`config.mk`:
```
export PLATFORM = sky130hd
export DESIGN_NAME = biquad_bandpass
export DESIGN_NICKNAME = d
export VERILOG_FILES = /design/src/rtl/ecg_dsp_pkg.sv /design/src/rtl/biquad_mac.sv /design/src/rtl/biquad_bandpass.sv
export SDC_FILE = /design/constraint.sdc
export NUM_CORES = 1
export LEC_CHECK = 0
export ABC_AREA = 1
export CAP_MARGIN = 25
export CORE_AREA = 4 4 182 184
export DETAILED_ROUTE_END_ITERATION = 7
export DIE_AREA = 0 0 186 188
export PLACE_DENSITY = 0.76
export SETUP_SLACK_MARGIN = 0.02
export SYNTH_ARGS = -nofsm -noshare
export SYNTH_HDL_FRONTEND = slang
export SYNTH_SLANG_ARGS = --single-unit
export TNS_END_PERCENT = 100
```
`constraint.sdc`:
```
create_clock -name clk -period 9.9 [get_ports clk]
set_clock_uncertainty 0.05 [all_clocks]
set_input_delay 1.98 -clock clk [delete_from_list [all_inputs] [get_ports clk]]
set_output_delay 1.98 -clock clk [all_outputs]
set_load 0.02 [all_outputs]
```
`src/rtl/ecg_dsp_pkg.sv`:
```
// Shared Q-format constants, FSM state type, coefficient map and output rounding for the ECG DSP chain.
package ecg_dsp_pkg;

    localparam int DATA_W    = 16;
    localparam int COEF_W    = 16;
    localparam int COEF_FRAC = 14;
    localparam int ACC_W     = 40;
    localparam int NUM_TAPS  = 5;

    localparam logic [2:0] CA_B0 = 3'd0;
    localparam logic [2:0] CA_B1 = 3'd1;
    localparam logic [2:0] CA_B2 = 3'd2;
    localparam logic [2:0] CA_A1 = 3'd3;
    localparam logic [2:0] CA_A2 = 3'd4;

    typedef enum logic [1:0] {IDLE, MAC, OUT} state_t;

    typedef struct packed {
        logic signed [DATA_W-1:0] y;
        logic                     clip;
    } sat_t;

    localparam logic signed [ACC_W-1:0]  RND     = ACC_W'(2 ** (COEF_FRAC - 1));
    localparam logic signed [ACC_W-1:0]  SAT_MAX = ACC_W'(2 ** (DATA_W - 1) - 1);
    localparam logic signed [ACC_W-1:0]  SAT_MIN = ACC_W'(-(2 ** (DATA_W - 1)));
    localparam logic signed [DATA_W-1:0] Y_MAX   = {1'b0, {(DATA_W-1){1'b1}}};
    localparam logic signed [DATA_W-1:0] Y_MIN   = {1'b1, {(DATA_W-1){1'b0}}};

    // Round half up, drop the coefficient fraction, clip into the sample range.
    function automatic sat_t round_sat(input logic signed [ACC_W-1:0] acc);
        logic signed [ACC_W-1:0] r;
        sat_t o;
        r = (acc + RND) >>> COEF_FRAC;
        if (r > SAT_MAX) begin
            o.y = Y_MAX; o.clip = 1'b1;
        end else if (r < SAT_MIN) begin
            o.y = Y_MIN; o.clip = 1'b1;
        end else begin
            o.y = r[DATA_W-1:0]; o.clip = 1'b0;
        end
        return o;
    endfunction

endpackage

```
`src/rtl/biquad_mac.sv`:
```
// Single multiplier with a 40-bit accumulator; feedback taps are subtracted via neg.
module biquad_mac
    import ecg_dsp_pkg::*;
(
    input  logic                     clk,
    input  logic                     rst,
    input  logic                     clear,
    input  logic                     en,
    input  logic                     neg,
    input  logic signed [COEF_W-1:0] coef,
    input  logic signed [DATA_W-1:0] data,
    output logic signed [ACC_W-1:0]  acc
);

    localparam int PROD_W = COEF_W + DATA_W;

    logic signed [PROD_W-1:0] prod;
    logic signed [ACC_W-1:0]  term;

    assign prod = coef * data;
    assign term = {{(ACC_W-PROD_W){prod[PROD_W-1]}}, prod};

    always_ff @(posedge clk) begin
        if (!rst)       acc <= '0;
        else if (clear) acc <= '0;
        else if (en)    acc <= neg ? acc - term : acc + term;
    end

endmodule

```
`src/rtl/biquad_bandpass.sv`:
```
// Direct Form I biquad band-pass, one shared MAC, 7 clocks per sample.
// Define BIQUAD_COEF_WR_EN for a writable coefficient bank (shadowed per sample).
module biquad_bandpass
    import ecg_dsp_pkg::*;
#(
    parameter logic signed [COEF_W-1:0] B0 = COEF_W'(1530),
    parameter logic signed [COEF_W-1:0] B1 = COEF_W'(0),
    parameter logic signed [COEF_W-1:0] B2 = COEF_W'(-1530),
    parameter logic signed [COEF_W-1:0] A1 = COEF_W'(-27600),
    parameter logic signed [COEF_W-1:0] A2 = COEF_W'(13324)
) (
    input  logic                     clk,
    input  logic                     rst,
    input  logic                     in_valid,
    output logic                     in_ready,
    input  logic signed [DATA_W-1:0] x_in,
    output logic                     out_valid,
    output logic signed [DATA_W-1:0] y_out,
    output logic                     sat_pulse
`ifdef BIQUAD_COEF_WR_EN
    ,
    input  logic                     coef_we,
    input  logic [2:0]               coef_addr,
    input  logic signed [COEF_W-1:0] coef_data
`endif
);

    localparam logic [NUM_TAPS-1:0][COEF_W-1:0] COEF_DEF = {A2, A1, B2, B1, B0};

    state_t                   state, state_nx;
    logic [2:0]               idx;
    logic                     accept, mac_clr, mac_en, m_neg;
    logic signed [DATA_W-1:0] xs, x1, x2, y1, y2, m_data;
    logic signed [COEF_W-1:0] m_coef;
    logic signed [ACC_W-1:0]  acc;
    logic [NUM_TAPS-1:0][COEF_W-1:0] coefs;
    sat_t                     res;

`ifdef BIQUAD_COEF_WR_EN
    logic [NUM_TAPS-1:0][COEF_W-1:0] live;

    // Writes land in the live bank; the MAC only sees the copy taken at accept.
    always_ff @(posedge clk) begin
        if (!rst) begin
            live  <= COEF_DEF;
            coefs <= COEF_DEF;
        end else begin
            if (coef_we && coef_addr <= CA_A2) live[coef_addr] <= coef_data;
            if (accept) coefs <= live;
        end
    end
`else
    assign coefs = COEF_DEF;
`endif

    assign accept = in_valid && in_ready;

    always_ff @(posedge clk) begin
        if (!rst) state <= IDLE;
        else      state <= state_nx;
    end

    always_comb begin
        state_nx = state;
        case (state)
            IDLE:    if (accept) state_nx = MAC;
            MAC:     if (idx == CA_A2) state_nx = OUT;
            OUT:     state_nx = IDLE;
            default: state_nx = IDLE;
        endcase
    end

    always_comb begin
        in_ready = (state == IDLE);
        mac_en   = (state == MAC);
        mac_clr  = accept;
    end

    always_comb begin
        m_coef = '0;
        m_data = '0;
        m_neg  = 1'b0;
        case (idx)
            CA_B0: begin m_coef = coefs[0]; m_data = xs; end
            CA_B1: begin m_coef = coefs[1]; m_data = x1; end
            CA_B2: begin m_coef = coefs[2]; m_data = x2; end
            CA_A1: begin m_coef = coefs[3]; m_data = y1; m_neg = 1'b1; end
            CA_A2: begin m_coef = coefs[4]; m_data = y2; m_neg = 1'b1; end
            default: ;
        endcase
    end

    biquad_mac u_mac (
        .clk   (clk),
        .rst   (rst),
        .clear (mac_clr),
        .en    (mac_en),
        .neg   (m_neg),
        .coef  (m_coef),
        .data  (m_data),
        .acc   (acc)
    );

    assign res = round_sat(acc);

    // Feedback history takes the clipped value, same as what leaves the block.
    always_ff @(posedge clk) begin
        if (!rst) begin
            idx       <= '0;
            xs        <= '0;
            x1        <= '0;
            x2        <= '0;
            y1        <= '0;
            y2        <= '0;
            y_out     <= '0;
            out_valid <= 1'b0;
            sat_pulse <= 1'b0;
        end else begin
            out_valid <= 1'b0;
            sat_pulse <= 1'b0;
            if (accept) begin
                idx <= '0;
                xs  <= x_in;
            end else if (state == MAC) begin
                idx <= idx + 3'd1;
            end
            if (state == OUT) begin
                y_out     <= res.y;
                out_valid <= 1'b1;
                sat_pulse <= res.clip;
                x2        <= x1;
                x1        <= xs;
                y2        <= y1;
                y1        <= res.y;
            end
        end
    end

endmodule
```
==> summary.md, run 1 <==
| Metric | Value |
|---|---|
| DRC Markers | 0 |
| Clock slew at reported path FFs | 0.06 ns |
| Net Sw Frac | 0.5384 |
| WHS | 0.4298 ns |
| GRT Total Usage | 0.3191 |
| Slew headroom | 0.4076 |
| Period utilisation layout | 0.9547 |
| Netlist Area Pre-Place | 18630 um^2 |
| Achievable Freq | 105.8 MHz |
| Placer congestion estimate | 1.031 |
| Initial Util | 0.5935 |
| H-tree depth | 4 |
| Drt total wl | 56520 um |
| Slew @ Worst Pin | 0.8877 ns |
| Most common cell after layout, fill and taps aside | inv_1 |
| # hold bufs at CTS | 0 |
| Syn-to-layout area delta | 18.57% |
| Setup TNS | 0 ns |
| Net Sw Power | 3.627 mW |
| CP max stage cell | fa_1 |
| Seq/Total Area, Yosys | 0.1354 |
| Clock share of power | 0.094 |
| CTS tree | yes |
| Initial DRC Count | 1564 |
| Hold Fails Final Rpt | 0 |
| Async S/R FF share, synth | 0 |
| Num CTS Buffers | 17 |
| Netlist cell types | 52 |
| Net count after synthesis | 3008 |
| Layout cells sized above 1 | 0.1528 |
| Routed WL per cell | 17.43 um |
| Crit start category | flip-flop |
| P_int | 3.109 mW |
| I/O Pins | 38 |
| Setup slack, reg-to-reg | 0.45 ns |
| Worst Setup End Kind | flip-flop |
| Number of synthesized flops with an enable pin | 0 |
| Layout Nets | 3220 |
| Synth area leaders | fa_1, dfxtp_1, inv_1 |
| Max stage delay on crit path | 0.60 ns |
| Setup Crit Path Kind | flip-flop to flip-flop |
| Hold Crit Class | flip-flop to flip-flop |
| Syn Inst Count | 2615 |
| Maxcap violations | 0 |
| Leak Pwr | 11.56 nW |
| Die Footprint | 34970 um^2 |
| Crit path from | idx[1] |
| Pin count of the biggest net entering global routing | 94 |
| FF+latch count, synth | 126 |
| Worst EP arrival | 9.77 ns |
| Die height | 188 um |
| Top FF cell, synth | dfxtp_1 |
| Fin crit period | 9.451 ns |
| Number of port buffers | 37 |
| Clock Tree Buf Depth | 2 |
| Power per cell area | 304.9 nW/um^2 |
| DPL Wire Length | 46010 um |
| Result of the run | finished, final reports clean |
| Combinational power share | 0.821 |
| Synth top area share | 0.2654 |
| Detailed-route via count | 17797 |
| Root buffer cell | clkbuf_16 |
| # rows | 65 |
| Reg2reg end | u_mac.acc[33] |
| Initial antenna violation count | 0 |
| First-pass GRT wire length | 89530 um |
| Core area | 31390 um^2 |
| Most frequent cells in the layout | inv_1, nand2_1, nor2_1 |
| Syn Area/Cell | 7.125 um^2 |
| Synth warn | 0 |
| Drt pass-1 iters | 8 |
| Worst skew pair latency | 0.43 ns |
| CTS sink count | 126 |
| Max-slew violations | 0 |
| Total power | 6.736 mW |
| Final setup fails | 0 |
| Dominant cell type by area after synthesis | fa_1 |
| Gr ovfl total | 0 |
| ANT cells | 0 |
| Crit Path Max Fanout | 7 |
| Vias per cell | 5.490 |
| Crit path top cell by count | nand2_1 |
| DIE WIDTH | 186 um |
| Vias in the first global route | 17695 |
| CP required | 10.22 ns |
| VDD IR max | 0.2950 mV |
| Routed Antenna Nets | 0 |
| Worst R2R Path Depth | 47 |
| Sequential Power Share | 0.085 |
| Reg2Reg Launch Point | idx[1] |
| Crit path to | u_mac.acc[33] |
sequential cells by signal, summed over array words and instances, names as in the netlist:
signal and cells:
out_valid 1, x2 16, xs 16, state 2
u_mac.acc 39, y1 16, idx 3, sat_pulse 1
x1 16, y2 16
cells by family (layout without fill, tap and decap cells):
logic type / count (synthesis) / after routing / share of synthesized area
xor gates and xnor gates: 103 / 103 / 0.04922
AOI/OAI and AO/OA: 379 / 379 / 0.1120
DFF: 126 / 126 / 0.1354
buffers and inverters: 676 / 901 / 0.1370
and+or+nand+nor: 957 / 957 / 0.2157
adders and majority gates: 374 / 374 / 0.3507
routing by layer:
metal  vias to the layer above  routed length (um)  GRT usage
met5                         -                   0          0
met4                         0                1636    0.08240
met3                       121                3899    0.04462
met2                       668               27430     0.5252
met1                      8608               23550     0.4445
li1                       8400                   -          -
Yosys cell counts (3+ instances only):
library cell  instances
clkinv_1              3
o21bai_1              4
and2_1               13
nand2_1             480
a31oi_1               3
dfxtp_1             126
nand2_2               4
nor4_1               11
ha_1                127
nor2_2                8
inv_2                 3
nor2_1              306
a221oi_1             10
clkbuf_1             61
fa_1                247
inv_1               606
nand3_1              58
xnor2_1              26
a21oi_1             149
o21ai_1               3
nor3_1               25
nand4_1              27
o21ai_0             169
nand3b_1              5
a21oi_2               9
a21o_1                5
o211ai_1             13
a22o_1                4
nand3_2               4
xor2_1               75
through the flow:
step / setup WS [ns] / utilization / cells / instance area (um^2)
global placement: 0.1286 / 0.6617 / 3189 / 20770
global route: -0.03353 / 0.7037 / 3242 / 22090
CTS: 0.04374 / 0.6818 / 3224 / 21400
floorplan: 0.9176 / - / 2615 / 18630
finish: 0.4488 / 0.7037 / 3242 / 22090
detailed placement: -0.004579 / 0.6625 / 3190 / 20800
worst min-delay path by stage:
stage / start / endpoint / slack, ns / depth (start not counted)
4_1_cts: x1[0] / x2[0] / 0.43 / 2
5_1_grt: xs[7] / x1[7] / 0.45 / 2
3_5_place_dp: xs[7] / xs[7] / 0.42 / 2
3_3_place_gp: xs[15] / x1[15] / 0.41 / 2
2_1_floorplan: x1[0] / x2[0] / 0.39 / 2
6_report: xs[15] / xs[15] / 0.43 / 2
final cells by class:
class                      instances  area (um^2)
clock buffer                      19        452.9
timing repair inverter             3        18.77
inverter                         612         2317
multi-input combinational       1813        14090
clock inverter                    13        128.9
sequential                       126         2527
timing repair buffer             254         2051
tap                              402        503.0
fill                            2659         9301
power groups by stage:
| stage | sequential, mW | clock (mW) | combinational, mW |
|---|---|---|---|
| 6_report | 0.571 | 0.632 | 5.53 |
| 4_1_cts | 0.570 | 0.629 | 5.13 |
| 5_1_grt | 0.574 | 0.660 | 6.06 |
| 3_5_place_dp | 0.581 | 0 | 5.07 |
| 2_1_floorplan | 0.567 | 0 | 3.13 |
| 3_3_place_gp | 0.579 | 0 | 5.03 |
worst max-delay path: cells and delay by family, from the launching register on:
| family | cells | cell delay (ns) |
|---|---|---|
| DFF | 1 | 0.37 |
| AOI/OAI and AO/OA | 4 | 0.75 |
| xor gates and xnor gates | 1 | 0.13 |
| buffers and inverters | 12 | 1.29 |
| adders and majority gates | 9 | 4.13 |
| and+or+nand+nor | 21 | 2.64 |
repair_timing:
action	CTS	global route
endpoints found under the hold margin	0	0
cloned	0	3
setup endpoints to repair	4	17
buffers inserted	2	15
pin swaps	0	32
gates resized for setup	4	169
(Power assumes the default switching activity.)
==> run 2, diff against run 1 <==
- ABC_CLOCK_PERIOD_IN_PS: unset -> 10400
- CORE_AREA: 4 4 182 184 -> 4 4 203 205
- DIE_AREA: 0 0 186 188 -> 0 0 207 209
- PLACE_DENSITY: 0.76 -> unset
- clock period: 9.9 -> 10.4 ns (I/O delays scaled with it)
==> run 2 against run 1 <==
Against the previous run: combinational power shrank 2%; count of clock-buffer cells in the layout shrank 2; first-iteration DRC count down 34%; global-route usage fell by 6.1 points; maximum frequency shrank 4.1%; critical endpoint is now u_mac.acc[37]; sequential power decreased by 5.1%; critical path depth did not move; clock power decreased by 5.1%; sequential cell count unchanged; largest cell class unchanged; via count shrank 4.4%.
==> summary.md, run 2 (synthesized netlist as in run 1, its figures left out) <==
| Metric | Value |
|---|---|
| Gr ovfl total | 0 (unchanged) |
| CP required | 10.69 ns (+0.47 ns) |
| Die height | 209 um (+11%) |
| Max stage delay on crit path | 0.61 ns (about the same) |
| Fin crit period | 9.850 ns (+0.3992 ns) |
| ANT cells | 0 (unchanged) |
| Clock slew at reported path FFs | 0.07 ns (about the same) |
| Worst Setup End Kind | flip-flop |
| Hold Fails Final Rpt | 0 (unchanged) |
| Vias per cell | 5.066 (-7.7%) |
| Number of port buffers | 37 (unchanged) |
| Most common cell after layout, fill and taps aside | inv_1 |
| Worst EP arrival | 10.14 ns (+0.37 ns) |
| # hold bufs at CTS | 0 (unchanged) |
| Worst skew pair latency | 0.44 ns (about the same) |
| First-pass GRT wire length | 90020 um (+0.56%) |
| VDD IR max | 0.2715 mV (-8.0%) |
| Leak Pwr | 11.52 nW (-0.35%) |
| Vias in the first global route | 17037 (-3.7%) |
| Final setup fails | 0 (unchanged) |
| Crit path top cell by count | inv_1 |
| CTS sink count | 126 (unchanged) |
| RSZ-0062 raised after global routing | true |
| Routed Antenna Nets | 0 (unchanged) |
| Setup slack, reg-to-reg | 0.55 ns (+0.10 ns) |
| Placer congestion estimate | 0.9695 (-6.0%) |
| Root buffer cell | clkbuf_16 |
| H-tree depth | 4 (unchanged) |
| Multi-input logic area | 13700 um^2 (-2.8%) |
| Slew @ Worst Pin | 0.8650 ns (-0.02266 ns) |
| DRC Markers | 0 (unchanged) |
| Crit start category | flip-flop |
| Layout cells sized above 1 | 0.1168 (-0.03602) |
| Placed instance count | 3322 (+4.1%) |
| Drt pass-1 iters | 5 (-3) |
| Most frequent cells in the layout | inv_1, nand2_1, nor2_1 |
| GRT Total Usage | 0.2585 (-0.06067) |
| WHS | 0.4283 ns (-0.001539 ns) |
| Initial Util | 0.4722 (-0.1213) |
| Crit Path Max Fanout | 18 (+11) |
| Clock Tree Buf Depth | 2 (unchanged) |
| Max-slew violations | 0 (unchanged) |
| Achievable Freq | 101.5 MHz (-4.1%) |
| Pin count of the biggest net entering global routing | 94 (unchanged) |
| Reg area | 2522 um^2 (-0.20%) |
| DPL Wire Length | 47330 um (+2.9%) |
| Power per cell area | 300.6 nW/um^2 (-1.4%) |
| Fillcell total | 3923 (+48%) |
| Post-Layout Cell Count | 3359 (+3.6%) |
| Largest register FFs | 39 (unchanged) |
| Syn-to-layout area delta | 16.73% |
| Result of the run | finished, final reports clean |
| CP max stage cell | fa_1 |
| DIE WIDTH | 207 um (+11%) |
| Layout Nets | 3214 (-0.19%) |
| I/O Pins | 38 (unchanged) |
| Drt total wl | 55690 um (-1.5%) |
| CTS tree | yes |
| Maxcap violations | 0 (unchanged) |
| Most flops, register | u_mac.acc |
| Final core utilization | 0.5512 (-0.1525) |
| Initial DRC Count | 1034 (-34%) |
| Routed WL per cell | 16.58 um (-4.9%) |
| Die Footprint | 43260 um^2 (+24%) |
| Slew headroom | 0.4227 (+0.01513) |
| Hold Crit Class | flip-flop to flip-flop |
| Setup Crit Path Kind | flip-flop to flip-flop |
| Initial antenna violation count | 0 (unchanged) |
| Core area | 39460 um^2 (+26%) |
| Num CTS Buffers | 17 (unchanged) |
| Period utilisation layout | 0.9472 (-0.007512) |
| # rows | 73 (+12%) |
| Detailed-route via count | 17016 (-4.4%) |
-- run 2: changes by cell type in the layout (fill, tap and decap cells not counted), moves of 9 or more --
cell and change:
ha_1 +14, a21oi_1 +10, nand2_1 +25, nor2_2 -24
ha_4 -9, nor2_1 +30, a21oi_2 -10, nand2_2 -24
-- run 2: worst paths after layout --
| path | cells past startpoint | from | end |
|---|---|---|---|
| worst max-delay path | 47 | idx[0] | u_mac.acc[37] |
| worst min-delay path | 2 | xs[11] | xs[11] |
| worst max register to register | 47 | idx[0] | u_mac.acc[37] |
| worst min register to register | 2 | xs[11] | xs[11] |
-- run 2: cell type report --
class / instances / area share
inverter: 612 / 0.1059
timing repair buffer: 251 / 0.09113
sequential: 126 / 0.1160
clock buffer: 17 / 0.01956
multi-input combinational: 1813 / 0.6297
clock inverter: 15 / 0.007479
tap: 525 / 0.03020
-- run 2: layer usage --
metal	up-vias	global-route usage	share of wire
li1	8401	-	-
met1	8059	0.3517	0.44
met2	477	0.4254	0.47
met3	79	0.04339	0.054
met4	0	0.07889	0.033
met5	-	0	0
-- run 2: worst max-delay path: cells and delay by family (launching register included) --
kind	cells	cell delay [ns]
DFF	1	0.34
AOI/OAI and AO/OA	7	1.17
buffers and inverters	13	1.65
xor gates and xnor gates	2	0.29
adders and majority gates	9	4.27
and+or+nand+nor	16	1.96
-- run 2: repair_timing --
item / in CTS / in global routing
buffers inserted: 0 / 4
endpoints found under the setup margin: 0 / 15
endpoints found under the hold margin: 0 / 0
resized for setup: 0 / 53
-- run 2: power by group --
part | switching [mW] | internal [mW] | leakage (nW)
clock | 0.278 | 0.323 | 0.288
combinational | 3.05 | 2.35 | 10.2
sequential | 0.0340 | 0.508 | 1.02
-- run 2: metrics by stage --
stage | power (mW) | setup WS, ns | setup TNS, ns | instance area, um^2
finish | 6.538 | 0.5496 | 0 | 21750
CTS | 6.471 | 0.02979 | 0 | 21560
global route | 7.203 | -0.01037 | -0.01037 | 21750
global placement | 5.796 | 0.2104 | 0 | 20980
detailed placement | 5.824 | 0.1157 | 0 | 20980
floorplan | 3.524 | 1.418 | 0 | 18630
==> run 3, diff against run 2 <==
- HOLD_SLACK_MARGIN: unset -> 0.06
==> results of run 3 <==
No change in the layout: final DEF, timing and power equal those of run 2.
==> RTL edit 1 (config.mk and constraints of run 2) <==
Add a define of `BIQUAD_COEF_WR_EN`.
--- a/src/rtl/biquad_bandpass.sv
+++ b/src/rtl/biquad_bandpass.sv
@@ -1,4 +1,6 @@
 // Direct Form I biquad band-pass, one shared MAC, 7 clocks per sample.
 // Define BIQUAD_COEF_WR_EN for a writable coefficient bank (shadowed per sample).
+`define BIQUAD_COEF_WR_EN
+
 module biquad_bandpass
     import ecg_dsp_pkg::*;
Interface: changed (added coef_addr, coef_data and coef_we); port bits go from 38 to 58. The function was not compared with the original's and may differ.
==> RTL edit 1 against run 2 <==
Power decreased by 16%. Wire length is 41% higher. Area after synthesis up 37%. Non-clock buffer count is 42 higher. Setup slack worse by 0.036 ns. Sequential share of layout area is 8.0 points higher. Sequential cell count is 161 higher. Design area is 35% higher. Critical path type unchanged. Largest power group unchanged. Highest routed layer unchanged.
==> RTL edit 1: results (changes against run 2) <==
metric;value;unit;change
grt_first_pass_wirelength;125;mm;+38%
internal_power;2.94;mW;-7.4%
drt_pass1_iterations;6;;+1
peakVddDrop;175;uV;-35%
layout.nets;4207;;+31%
detailedPlace.worstSlack;0.108;ns;-0.00730 ns
max_stage_delay;0.54;ns;-0.07 ns
p_leak;15.1;nW;+31%
grtUsageTotal;35.2;%;+9.3 points
synth_commonest_cells;inv_1 (715), nand2_1 (641), nor2_1 (525);;
worst_path_max_delay_cell;fa_1;;
cts_buffers;26;;+9
vias_per_cell;5.62;;+11%
drt_iter0_markers;2570;;+150%
path_max_fanout;14;;-4
syn-num-nets;4019;;+34%
cts-root-buf;clkbuf_16;;
maxSlewHeadroom;30.0;%;-12 points
yosys_warnings;0;;unchanged
place_inst;4259;;+28%
nFillCells;3132;;-20%
drive_gt1_share;10.6;%;-1.1 points
numPortBuffers;57;;+54%
yosysSeqAreaShare;22.4;%;+8.9 points
top_regs;coefs (80), live (80), u_mac.acc (40);;
ys_top_cells_by_area;dfxtp_1 (22%), fa_1 (21%), inv_1 (10%);;
status;complete, no violations;;
synthCells;3589;;+37%
grt_start_max_net_pins;127;;+35%
grt_antenna_before_repair;1;;+1
gp_congestion;1.02;;+4.8%
vias;24300;;+43%
synth-async-reset-ratio;0;%;unchanged
hpwl;60.8;mm;+29%
clockBufferDepth;3;;+1
cts_max_level;1;;-3
wl_per_cell;18.2;um;+9.5%
insertion_delay;0.57;ns;+0.13 ns
-- RTL edit 1: logic make-up (layout without fill, tap and decap cells) --
kind of cell	Yosys count	in the layout	synth area share [%]
compound gates	551	551	11.9
fa+ha+maj	391	391	26.8
buf+inv	857	1064	12.6
xor+xnor	101	101	3.54
flops	287	287	22.4
other cells	0	1	0
simple gates	1402	1402	22.7
-- RTL edit 1: layout make-up --
type                       instances  area share [%]
multi-input combinational       2445            57.5
sequential                       287            19.6
inverter                         724            9.35
timing repair buffer             293            8.41
clock buffer                      36            2.55
tap                              525            2.24
clock inverter                    11           0.337
antenna                            1         0.00853
-- RTL edit 1: metrics by stage --
stage	utilization (%)	hold WS, ns	instance area (um2)	setup TNS, ns	power, mW
2_1_floorplan	-	0.373	25600	0	3.17
3_3_place_gp	71.2	0.387	28100	0	4.31
3_5_place_dp	71.2	0.391	28100	0	4.37
4_1_cts	73.4	0.404	29000	0	5.33
5_1_grt	74.4	0.423	29300	-0.000570	5.86
6_report	74.4	0.406	29300	0	5.47
-- RTL edit 1: worst paths after layout --
path / start / to / slack (ns) / depth (start not counted)
min: live[11]$_SDFFE_PN0P_ / live[11]$_SDFFE_PN0P_ / 0.41 / 2
min reg2reg: live[11]$_SDFFE_PN0P_ / live[11]$_SDFFE_PN0P_ / 0.41 / 2
max: idx[1]$_SDFFE_PP0N_ / u_mac.acc[34]$_SDFFE_PP0N_ / 0.51 / 47
max reg2reg: idx[1]$_SDFFE_PP0N_ / u_mac.acc[34]$_SDFFE_PP0N_ / 0.51 / 47
-- RTL edit 1: what timing repair did --
action,4_1_cts,5_1_grt
hold buffers,0,0
resized for setup,0,68
buffers inserted,0,14
hold endpoints to repair,0,0
setup endpoints to repair,0,16
-- RTL edit 1: power groups by stage --
stage	logic (mW)	clock network, mW	registers [mW]
2_1_floorplan	1.96	0	1.21
3_3_place_gp	3.09	0	1.23
3_5_place_dp	3.14	0	1.23
4_1_cts	3.16	0.962	1.20
5_1_grt	3.64	1.01	1.21
6_report	3.31	0.955	1.21
-- RTL edit 1: worst register-to-register path, delay by kind of cell, from the launching register on --
family / cells / cell delay, ns
adders and majority gates: 10 / 4.16
xor gates and xnor gates: 2 / 0.43
DFF: 1 / 0.35
buffers and inverters: 12 / 1.09
and+or+nand+nor: 16 / 2.39
AOI/OAI and AO/OA: 7 / 1.30
-- RTL edit 1: metal layers --
metal	up-vias	share of wire, %	GRT usage, %
met5	-	0	0
met4	0	3.6	12.0
met3	187	9.3	4.53
met2	1208	45	57.2
met1	11500	42	49.0
li1	11400	-	-
==> RTL edit 2 (config.mk and constraints of run 2) <==
Without the edit above. Re-encode `state_t` (3 states) as one-hot, 3 bits wide.
--- a/src/rtl/ecg_dsp_pkg.sv
+++ b/src/rtl/ecg_dsp_pkg.sv
@@ -14,5 +14,5 @@
     localparam logic [2:0] CA_A2 = 3'd4;
 
-    typedef enum logic [1:0] {IDLE, MAC, OUT} state_t;
+    typedef enum logic [2:0] {IDLE = 3'b001, MAC = 3'b010, OUT = 3'b100} state_t;
 
     typedef struct packed {
Behaviour: same outputs for any inputs over 4 cycles, from zero or initial values and one cycle with rst low; so few cycles prove little.
==> RTL edit 2 against run 2 <==
Die area unchanged. Final cell count decreased by 1.7%. Setup slack improved by 0.066 ns. Wire length decreased by 0.78%. Area after synthesis increased by 1.7%. Power decreased by 3.2%. Design area decreased by 2.8%. Sequential cell count increased by 1. Critical endpoint is now u_mac.acc[31]$_SDFFE_PP0P_. Largest cell class unchanged.
==> RTL edit 2: results (changes against run 2) <==
metric;value;unit;change
critPathArrivalTime;10.06;ns;-0.08 ns
peakVddDrop;225;uV;-17%
drt_iter0_markers;1215;;+18%
synth_commonest_cells;inv_1 (633), nand2_1 (492), nor2_1 (353);;
avgSynthCellArea;7.04;um2;-1.2%
grtUsageMet2;39.6;%;-2.9 points
grtUsageTotal;25.7;%;-0.19 points
maxSlewHeadroom;54.5;%;+12 points
path_max_fanout;8;;-10
endpoint;u_mac.acc[31]$_SDFFE_PP0P_;;
fin_ws;0.616;ns;+0.0662 ns
status;complete, no violations;;
grt_pass1_vias;16800;;-1.2%
hold_start;u_mac.acc[1]$_SDFFE_PP0P_;;
hpwl;46.7;mm;-1.3%
max_stage_delay;0.55;ns;-0.06 ns
drt-met1-wl;25.3;mm;+2.7%
p_leak;11.3;nW;-1.6%
wl_met2;24.4;mm;-6.8%
regMostFlops;u_mac.acc;;
netlist-cell-type-count;53;;+1.9%
yosysSeqAreaShare;13.4;%;-0.12 points
r2r_slack;0.62;ns;+0.07 ns
hold_end;u_mac.acc[1]$_SDFFE_PP0P_;;
layout.nets;3158;;-1.7%
place_inst;3261;;-1.8%
switching_share;56.4;%;+5.0 points
nFillCells;3918;;-0.13%
detailedPlace.worstSlack;0.253;ns;+0.137 ns
drt_wl_total;55.3;mm;-0.78%
regToRegStartpoint;idx[0]$_SDFFE_PP0P_;;
grt_first_pass_wirelength;89.6;mm;-0.51%
timing.hold.ws;0.439;ns;+0.0105 ns
gp_congestion;0.966;;-0.40%
ys_top_cells_by_area;fa_1 (26%), dfxtp_1 (13%), inv_1 (13%);;
wl_per_cell;16.7;um;+0.90%
drt_pass1_iterations;7;;+2
drive_gt1_share;8.50;%;-3.2 points
dpl_cell_area;20300;um2;-3.3%
## RTL edit 2: changes by cell type in the layout (fill, tap and decap cells not counted), sizes merged, moves of 9 or more
cell    change
nand2      +17
nor2       +57
o21bai      +9
o21ai      -13
xor2        -9
nand3      +26
buf       -134
a21oi      -32
inv        +22
## RTL edit 2: cell families after synthesis
family / share of synthesized area (%)
simple gates: 23.1
buf+inv: 14.2
fa+ha+maj: 34.5
compound gates: 10.4
flops: 13.4
xor+xnor: 4.42
## RTL edit 2: final cells by class
type	count	area, um2	area share, %
multi-input combinational	1855	13900	65.8
sequential	127	2540	12.0
inverter	646	2440	11.5
timing repair buffer	117	1000	4.73
tap	525	657	3.11
clock buffer	18	429	2.03
clock inverter	14	158	0.746
timing repair inverter	1	6.26	0.0296
## RTL edit 2: power groups by stage
stage / registers, mW / clock network (mW) / logic (mW)
global placement: 0.522 / 0 / 5.05
CTS: 0.512 / 0.616 / 5.11
detailed placement: 0.522 / 0 / 5.07
global route: 0.514 / 0.634 / 5.89
finish: 0.512 / 0.605 / 5.21
floorplan: 0.517 / 0 / 3.40
## RTL edit 2: what timing repair did
action / 4_1_cts / 5_1_grt
resized for setup: 0 / 77
endpoints found under the setup margin: 0 / 16
setup buffers: 0 / 9
## RTL edit 2: worst reg2reg max path: cells and delay by family (launching register included)
family	cells	cell delay, ns
AO/OA/AOI/OAI	8	1.38
XOR/XNOR	2	0.27
adder cells (fa/ha/maj)	9	4.04
buffers and inverters	12	1.18
flip-flops	1	0.40
AND/OR/NAND/NOR	16	2.34
